[config.mk]
export PLATFORM = sky130hd
export DESIGN_NAME = prirv32_idu
export DESIGN_NICKNAME = d
export VERILOG_FILES = /design/src/rtl/prirv32_idu.sv
export SDC_FILE = /design/constraint.sdc
export NUM_CORES = 2
export LEC_CHECK = 0
export BUFFER_PORTS_ARGS = -buffer_cell sky130_fd_sc_hd__buf_4
export CAP_MARGIN = 20
export CELL_PAD_IN_SITES_DETAIL_PLACEMENT = 0
export CELL_PAD_IN_SITES_GLOBAL_PLACEMENT = 2
export CORE_MARGIN = 10
export CORE_UTILIZATION = 40
export DETAILED_ROUTE_END_ITERATION = 12
export PLACE_DENSITY_LB_ADDON = 0.1
export SLEW_MARGIN = 20
export SYNTH_ARGS = -nofsm -noshare
export SYNTH_HDL_FRONTEND = slang
export SYNTH_SLANG_ARGS = --single-unit
[constraint.sdc]
create_clock -name clk_i -period 4 [get_ports clk_i]
set_clock_uncertainty 0.05 [all_clocks]
set_input_delay 0.6 -clock clk_i [delete_from_list [all_inputs] [get_ports clk_i]]
set_output_delay 0.6 -clock clk_i [all_outputs]
set_load 0.1 [all_outputs]
[src/rtl/prirv32_idu.sv]
`default_nettype none
// ============================================================================
//  Module   : prirv32_idu
//  Purpose  : priRV32 decode stage - one-hot decode, immediate extraction,
//             32x32 register file with writeback bypass, single output stage.
//  Option   : define PRIRV32_IDU_CSR_EN to decode the six CSR instructions.
//  Revision : 1.0 - initial release
// ============================================================================
module prirv32_idu #(
    parameter logic [31:0] RESET_PC = 32'h0000_0000
) (
    input  logic        clk_i,
    input  logic        rst_n,
    input  logic        if_valid_i,
    output logic        if_ready_o,
    input  logic [31:0] if_instr_i,
    input  logic [31:0] if_pc_i,
    input  logic        flush_i,
    input  logic        wb_we_i,
    input  logic [4:0]  wb_rd_i,
    input  logic [31:0] wb_data_i,
    output logic        ex_valid_o,
    input  logic        ex_ready_i,
    output logic [31:0] imm_decoded,
    output logic [31:0] rs1_decoded,
    output logic [31:0] rs2_decoded,
    output logic [31:0] pc_latched,
    output logic [4:0]  rs2_reg,
    output logic [4:0]  rd_reg,
    output logic [46:0] instrset_latched,
    output logic        illegal_o
);

    localparam logic [6:0] c_op_lui    = 7'b0110111;
    localparam logic [6:0] c_op_auipc  = 7'b0010111;
    localparam logic [6:0] c_op_jal    = 7'b1101111;
    localparam logic [6:0] c_op_jalr   = 7'b1100111;
    localparam logic [6:0] c_op_branch = 7'b1100011;
    localparam logic [6:0] c_op_load   = 7'b0000011;
    localparam logic [6:0] c_op_store  = 7'b0100011;
    localparam logic [6:0] c_op_opimm  = 7'b0010011;
    localparam logic [6:0] c_op_op     = 7'b0110011;
    localparam logic [6:0] c_op_misc   = 7'b0001111;
    localparam logic [6:0] c_op_system = 7'b1110011;
    localparam logic [6:0] c_f7_zero   = 7'b0000000;
    localparam logic [6:0] c_f7_alt    = 7'b0100000;

    logic [31:0] r_rf [32];
    logic        r_ex_valid;
    logic        r_illegal;
    logic [46:0] r_instrset;
    logic [31:0] r_imm;
    logic [31:0] r_rs1_val;
    logic [31:0] r_rs2_val;
    logic [31:0] r_pc;
    logic [4:0]  r_rs1_idx;
    logic [4:0]  r_rs2_idx;
    logic [4:0]  r_rd;

    logic [6:0]  w_op;
    logic [2:0]  w_f3;
    logic [6:0]  w_f7;
    logic [4:0]  w_rs1_idx;
    logic [4:0]  w_rs2_idx;
    logic [46:0] w_dec;
    logic [31:0] w_imm;
    logic [31:0] w_rs1_val;
    logic [31:0] w_rs2_val;
    logic        w_ready;
    logic        w_accept;
    logic        w_hold;
    logic        w_wb_act;

    assign w_op      = if_instr_i[6:0];
    assign w_f3      = if_instr_i[14:12];
    assign w_f7      = if_instr_i[31:25];
    assign w_rs1_idx = if_instr_i[19:15];
    assign w_rs2_idx = if_instr_i[24:20];

    assign w_ready   = !r_ex_valid || ex_ready_i;
    assign w_accept  = if_valid_i && w_ready && !flush_i;
    assign w_hold    = r_ex_valid && !ex_ready_i;
    assign w_wb_act  = wb_we_i && (wb_rd_i != 5'd0);

    always_comb begin
        w_dec = '0;
        case (w_op)
            c_op_lui:   w_dec[46] = 1'b1;
            c_op_auipc: w_dec[45] = 1'b1;
            c_op_jal:   w_dec[44] = 1'b1;
            c_op_jalr:  w_dec[43] = (w_f3 == 3'd0);
            c_op_branch: begin
                case (w_f3)
                    3'd0: w_dec[42] = 1'b1;
                    3'd1: w_dec[41] = 1'b1;
                    3'd4: w_dec[40] = 1'b1;
                    3'd5: w_dec[39] = 1'b1;
                    3'd6: w_dec[38] = 1'b1;
                    3'd7: w_dec[37] = 1'b1;
                    default: ;
                endcase
            end
            c_op_load: begin
                case (w_f3)
                    3'd0: w_dec[36] = 1'b1;
                    3'd1: w_dec[35] = 1'b1;
                    3'd2: w_dec[34] = 1'b1;
                    3'd4: w_dec[33] = 1'b1;
                    3'd5: w_dec[32] = 1'b1;
                    default: ;
                endcase
            end
            c_op_store: begin
                case (w_f3)
                    3'd0: w_dec[31] = 1'b1;
                    3'd1: w_dec[30] = 1'b1;
                    3'd2: w_dec[29] = 1'b1;
                    default: ;
                endcase
            end
            c_op_opimm: begin
                case (w_f3)
                    3'd0: w_dec[28] = 1'b1;
                    3'd2: w_dec[27] = 1'b1;
                    3'd3: w_dec[26] = 1'b1;
                    3'd4: w_dec[25] = 1'b1;
                    3'd6: w_dec[24] = 1'b1;
                    3'd7: w_dec[23] = 1'b1;
                    3'd1: w_dec[22] = (w_f7 == c_f7_zero);
                    3'd5: begin
                        w_dec[21] = (w_f7 == c_f7_zero);
                        w_dec[20] = (w_f7 == c_f7_alt);
                    end
                    default: ;
                endcase
            end
            c_op_op: begin
                case ({w_f7, w_f3})
                    {c_f7_zero, 3'd0}: w_dec[19] = 1'b1;
                    {c_f7_alt,  3'd0}: w_dec[18] = 1'b1;
                    {c_f7_zero, 3'd1}: w_dec[17] = 1'b1;
                    {c_f7_zero, 3'd2}: w_dec[16] = 1'b1;
                    {c_f7_zero, 3'd3}: w_dec[15] = 1'b1;
                    {c_f7_zero, 3'd4}: w_dec[14] = 1'b1;
                    {c_f7_zero, 3'd5}: w_dec[13] = 1'b1;
                    {c_f7_alt,  3'd5}: w_dec[12] = 1'b1;
                    {c_f7_zero, 3'd6}: w_dec[11] = 1'b1;
                    {c_f7_zero, 3'd7}: w_dec[10] = 1'b1;
                    default: ;
                endcase
            end
            c_op_misc: begin
                w_dec[9] = (w_f3 == 3'd0);
                w_dec[8] = (w_f3 == 3'd1);
            end
            c_op_system: begin
                // ecall/ebreak require every non-opcode field to be zero except imm[0]
                w_dec[7] = (if_instr_i[31:7] == 25'd0);
                w_dec[6] = (if_instr_i[31:7] == 25'h0002000);
`ifdef PRIRV32_IDU_CSR_EN
                case (w_f3)
                    3'd1: w_dec[5] = 1'b1;
                    3'd2: w_dec[4] = 1'b1;
                    3'd3: w_dec[3] = 1'b1;
                    3'd5: w_dec[2] = 1'b1;
                    3'd6: w_dec[1] = 1'b1;
                    3'd7: w_dec[0] = 1'b1;
                    default: ;
                endcase
`endif
            end
            default: ;
        endcase
    end

    always_comb begin
        w_imm = '0;
        if (w_dec[46] || w_dec[45]) begin
            w_imm = {if_instr_i[31:12], 12'b0};
        end else if (w_dec[44]) begin
            w_imm = {{12{if_instr_i[31]}}, if_instr_i[19:12], if_instr_i[20],
                     if_instr_i[30:21], 1'b0};
        end else if (|w_dec[42:37]) begin
            w_imm = {{20{if_instr_i[31]}}, if_instr_i[7], if_instr_i[30:25],
                     if_instr_i[11:8], 1'b0};
        end else if (|w_dec[31:29]) begin
            w_imm = {{21{if_instr_i[31]}}, if_instr_i[30:25], if_instr_i[11:7]};
        end else if (w_dec[43] || (|w_dec[36:32]) || (|w_dec[28:20])) begin
            w_imm = {{21{if_instr_i[31]}}, if_instr_i[30:20]};
        end else if (|w_dec[5:0]) begin
            w_imm = {20'd0, if_instr_i[31:20]};
        end
    end

    always_comb begin
        w_rs1_val = '0;
        w_rs2_val = '0;
        if (w_rs1_idx != 5'd0) begin
            w_rs1_val = (w_wb_act && wb_rd_i == w_rs1_idx) ? wb_data_i : r_rf[w_rs1_idx];
        end
        if (w_rs2_idx != 5'd0) begin
            w_rs2_val = (w_wb_act && wb_rd_i == w_rs2_idx) ? wb_data_i : r_rf[w_rs2_idx];
        end
    end

    always_ff @(posedge clk_i) begin
        if (!rst_n) begin
            for (int i = 0; i < 32; i++) begin
                r_rf[i] <= '0;
            end
        end else if (w_wb_act) begin
            r_rf[wb_rd_i] <= wb_data_i;
        end
    end

    always_ff @(posedge clk_i) begin
        if (!rst_n) begin
            r_ex_valid <= 1'b0;
            r_illegal  <= 1'b0;
            r_instrset <= '0;
            r_imm      <= '0;
            r_rs1_val  <= '0;
            r_rs2_val  <= '0;
            r_pc       <= RESET_PC;
            r_rs1_idx  <= '0;
            r_rs2_idx  <= '0;
            r_rd       <= '0;
        end else if (flush_i) begin
            r_ex_valid <= 1'b0;
        end else if (w_accept) begin
            r_ex_valid <= 1'b1;
            r_illegal  <= ~|w_dec;
            r_instrset <= w_dec;
            r_imm      <= w_imm;
            r_rs1_val  <= w_rs1_val;
            r_rs2_val  <= w_rs2_val;
            r_pc       <= if_pc_i;
            r_rs1_idx  <= w_rs1_idx;
            r_rs2_idx  <= w_rs2_idx;
            r_rd       <= if_instr_i[11:7];
        end else begin
            if (ex_ready_i) begin
                r_ex_valid <= 1'b0;
            end
            // keep held operands current with writebacks that land while stalled
            if (w_hold && w_wb_act && wb_rd_i == r_rs1_idx) begin
                r_rs1_val <= wb_data_i;
            end
            if (w_hold && w_wb_act && wb_rd_i == r_rs2_idx) begin
                r_rs2_val <= wb_data_i;
            end
        end
    end

    assign if_ready_o       = w_ready;
    assign ex_valid_o       = r_ex_valid;
    assign illegal_o        = r_illegal;
    assign instrset_latched = r_instrset;
    assign imm_decoded      = r_imm;
    assign rs1_decoded      = r_rs1_val;
    assign rs2_decoded      = r_rs2_val;
    assign pc_latched       = r_pc;
    assign rs2_reg          = r_rs2_idx;
    assign rd_reg           = r_rd;

endmodule
`default_nettype wire

==> metrics.txt <==
Post-Syn Area=0.06189 mm^2; Syn-to-layout area delta=17.47%; Slowest cell on crit path=dlygate4sd3_1; most frequent cells in the layout=1024 x edfxtp_1, 993 x and2_1, 457 x buf_4; setup_tns=0 ns; clk_lat worst skew=0.77 ns; Simple-Gate Fraction of Synth Area=0.1403; Pleak=25.84 nW; Final ANT Viol Nets=0; Via density=6.189; final non-filler cell total=6990; #FFs+latches synth=1210; Synth Instances=4584; Final Cycle Share=0.6676; Pins Over Slew Limit=0; CP Capture Type=flip-flop; Worst Tran Pin Value=1.088 ns; CTS Buffer Depth=3; GRT overflow=0; Max-slew headroom=0.2748; first-pass GRT wire length=350.8 mm; adder-cell share of the synthesized area=0; delay of the slowest cell on the worst path=0.55 ns; htree depth=4; Placement Setup Slack=0.6905 ns; Placed Instances=6710; CP Data Required Time=4.57 ns; Top reg by flops=r_rf; min cycle time layout=2.670 ns; # DRC=0; Root Driver=clkbuf_16; total power divided by cell area=441.6 mW/mm^2; RSZ-0062 raised after global routing=false; final setup fails=0; Final GP Congestion=0.8455; share of cells above drive strength 1=0.2617; max-capacitance violation count=0; fillcell total=13590; yosys warns=0; most common cell after layout, fill and taps aside=edfxtp_1; CP dominant cell by count=buf_4; final core utilization=0.4725; Clk pin slew, worst setup/hold paths=0.06 ns; vias in the first global route=42378; CP Launch Type=primary input; CORE AREA=0.1539 mm^2; Critical Path Fanout Max=22; Critical Setup Path Class=primary input to flip-flop; Ports=295; CTS tree=done; drt first-iter violations=5571; total track usage=0.2924; Final Hold Fails=0; fin worst setup slack=1.330 ns; CTS sink cnt=1210; Post-CTS Setup Bufs=0; Post-Syn Area per Cell=13.50 um^2; cts-stage hold buffer count=5; CP Buf/Inv Count=3; Top delay family on crit path=simple AND/OR/NAND/NOR gates; Synth async-reset ratio=0; synth unique cells=73; fmax=374.5 MHz; mux cell area share after synthesis=0.2063; Die Ht=413.4 um; Detailed Routing Iterations Pass 1=5; die width=413.4 um; Total Routed Length=255.2 mm; min-delay worst type=primary input to flip-flop; DR WL/cell=36.50 um; status=finished clean; xor/xnor share of the synthesized area=0.002830; number of flops mapped to enable cells by yosys=1024; sequential fraction of the synthesis area=0.5570; CTS buffer count=143; via count=43258; largest net degree at the start of global routing=111; Die ar.=0.1709 mm^2; fin nets=4923; crit-path cells=dlygate4sd3_1 > buf_4 > or3_1 > o31ai_4 > buf_4 > o21ai_0 > nor4_1 > nor3_1; largest family of logic cells by synthesized area=multiplexers; number of antenna violations at the first check in global routing=39; Main synth FF type=edfxtp_1; CP arrival=3.25 ns; Port-buffer cells=288; PostCTS Resize Cnt=0; HPWL after DPL=157.9 mm; Synth Area in Compound Gates=0.06158; row count=144; max FFs per register=1024; Initial Utilization=0.4022; worst vdd ir=0.3803 mV
-- final timing paths --
check,start,endpoint,slack (ns),cells past startpoint
setup reg to reg,ex_valid_o$_SDFFE_PP0P_,rs2_decoded[24]$_SDFFE_PN0P_,1.34,7
hold / removal,if_pc_i[21],pc_latched[21]$_SDFFE_PN0P_,0.04,3
setup / recovery,flush_i,rs2_decoded[24]$_SDFFE_PN0P_,1.33,8
hold reg to reg,instrset_latched[11]$_SDFFE_PN0P_,instrset_latched[11]$_SDFFE_PN0P_,0.40,2
-- worst min-delay path: cells and delay by family --
family                 cells  cell delay, ns
buffers and inverters      1            0.11
AO/OA/AOI/OAI              1            0.05
AND/OR/NAND/NOR            1            0.04
-- per-stage QoR --
stage / hold slack [ns] / power [W] / cell area (um^2)
2_1_floorplan: 0.3988 / 0.01751 / 62030
3_3_place_gp: 0.3909 / 0.01932 / 67990
3_5_place_dp: 0.3943 / 0.01934 / 68030
4_1_cts: 0.00004186 / 0.03224 / 72660
5_1_grt: 0.02325 / 0.03297 / 72670
6_report: 0.04444 / 0.03210 / 72700
-- logic make-up (layout without fill, tap and decap cells) --
family                 after synthesis  count (layout)
XOR/XNOR                            20              20
multiplexers                       724             724
AND/OR/NAND/NOR                   1524            1524
buffers and inverters              488             797
AO/OA/AOI/OAI                      617             617
other                                1              54
flip-flops                        1210            1210
-- cell usage after synthesis, drive strengths merged (7+ instances only) --
master	number	area [um^2]
a22oi	102	765.7
dfxtp	186	3724
o21ai	102	514.2
clkbuf	357	1340
mux4	438	9864
nand3	79	395.4
a221oi	12	105.1
nand2	225	844.6
and3	14	87.58
nor3	9	45.04
o21bai	19	142.6
o22ai	42	262.8
nand4	16	100.1
or4	14	108.9
buf	118	591.8
or3	14	92.59
and2	994	6218
mux2	33	371.6
nor2b	7	43.79
nand3b	8	60.06
mux2i	253	2532
a22o	21	183.9
o211ai	9	77.57
a31oi	38	237.7
nor2	106	400.4
xnor2	19	166.4
edfxtp	1024	30750
nor4	9	56.30
inv	13	48.80
a21oi	231	1160
-- final cells by class --
| cell class | instances | area [um^2] | share of cell area |
|---|---|---|---|
| clock buffer | 200 | 4095 | 0.05633 |
| inverter | 13 | 56.30 | 0.0007744 |
| sequential | 1210 | 34470 | 0.4742 |
| tap | 2044 | 2557 | 0.03518 |
| multi-input combinational | 2923 | 26280 | 0.3615 |
| clock inverter | 59 | 484.2 | 0.006660 |
| antenna | 16 | 40.04 | 0.0005507 |
| timing repair buffer | 525 | 4717 | 0.06488 |
-- layer usage --
metal,track usage,share of wire
met2,0.4667,0.47
met1,0.4065,0.41
met4,0.08693,0.031
met5,0,0.00013
met3,0.05366,0.094
-- report_power, final --
| part | switching, W | internal [W] | leakage, nW |
|---|---|---|---|
| clock | 0.00540 | 0.00758 | 2.25 |
| combinational | 0.00284 | 0.00154 | 12.3 |
| sequential | 0.000414 | 0.0143 | 11.3 |
| total | 0.00865 | 0.0235 | 25.8 |
Note: power is estimated with default switching activity, not from simulation.
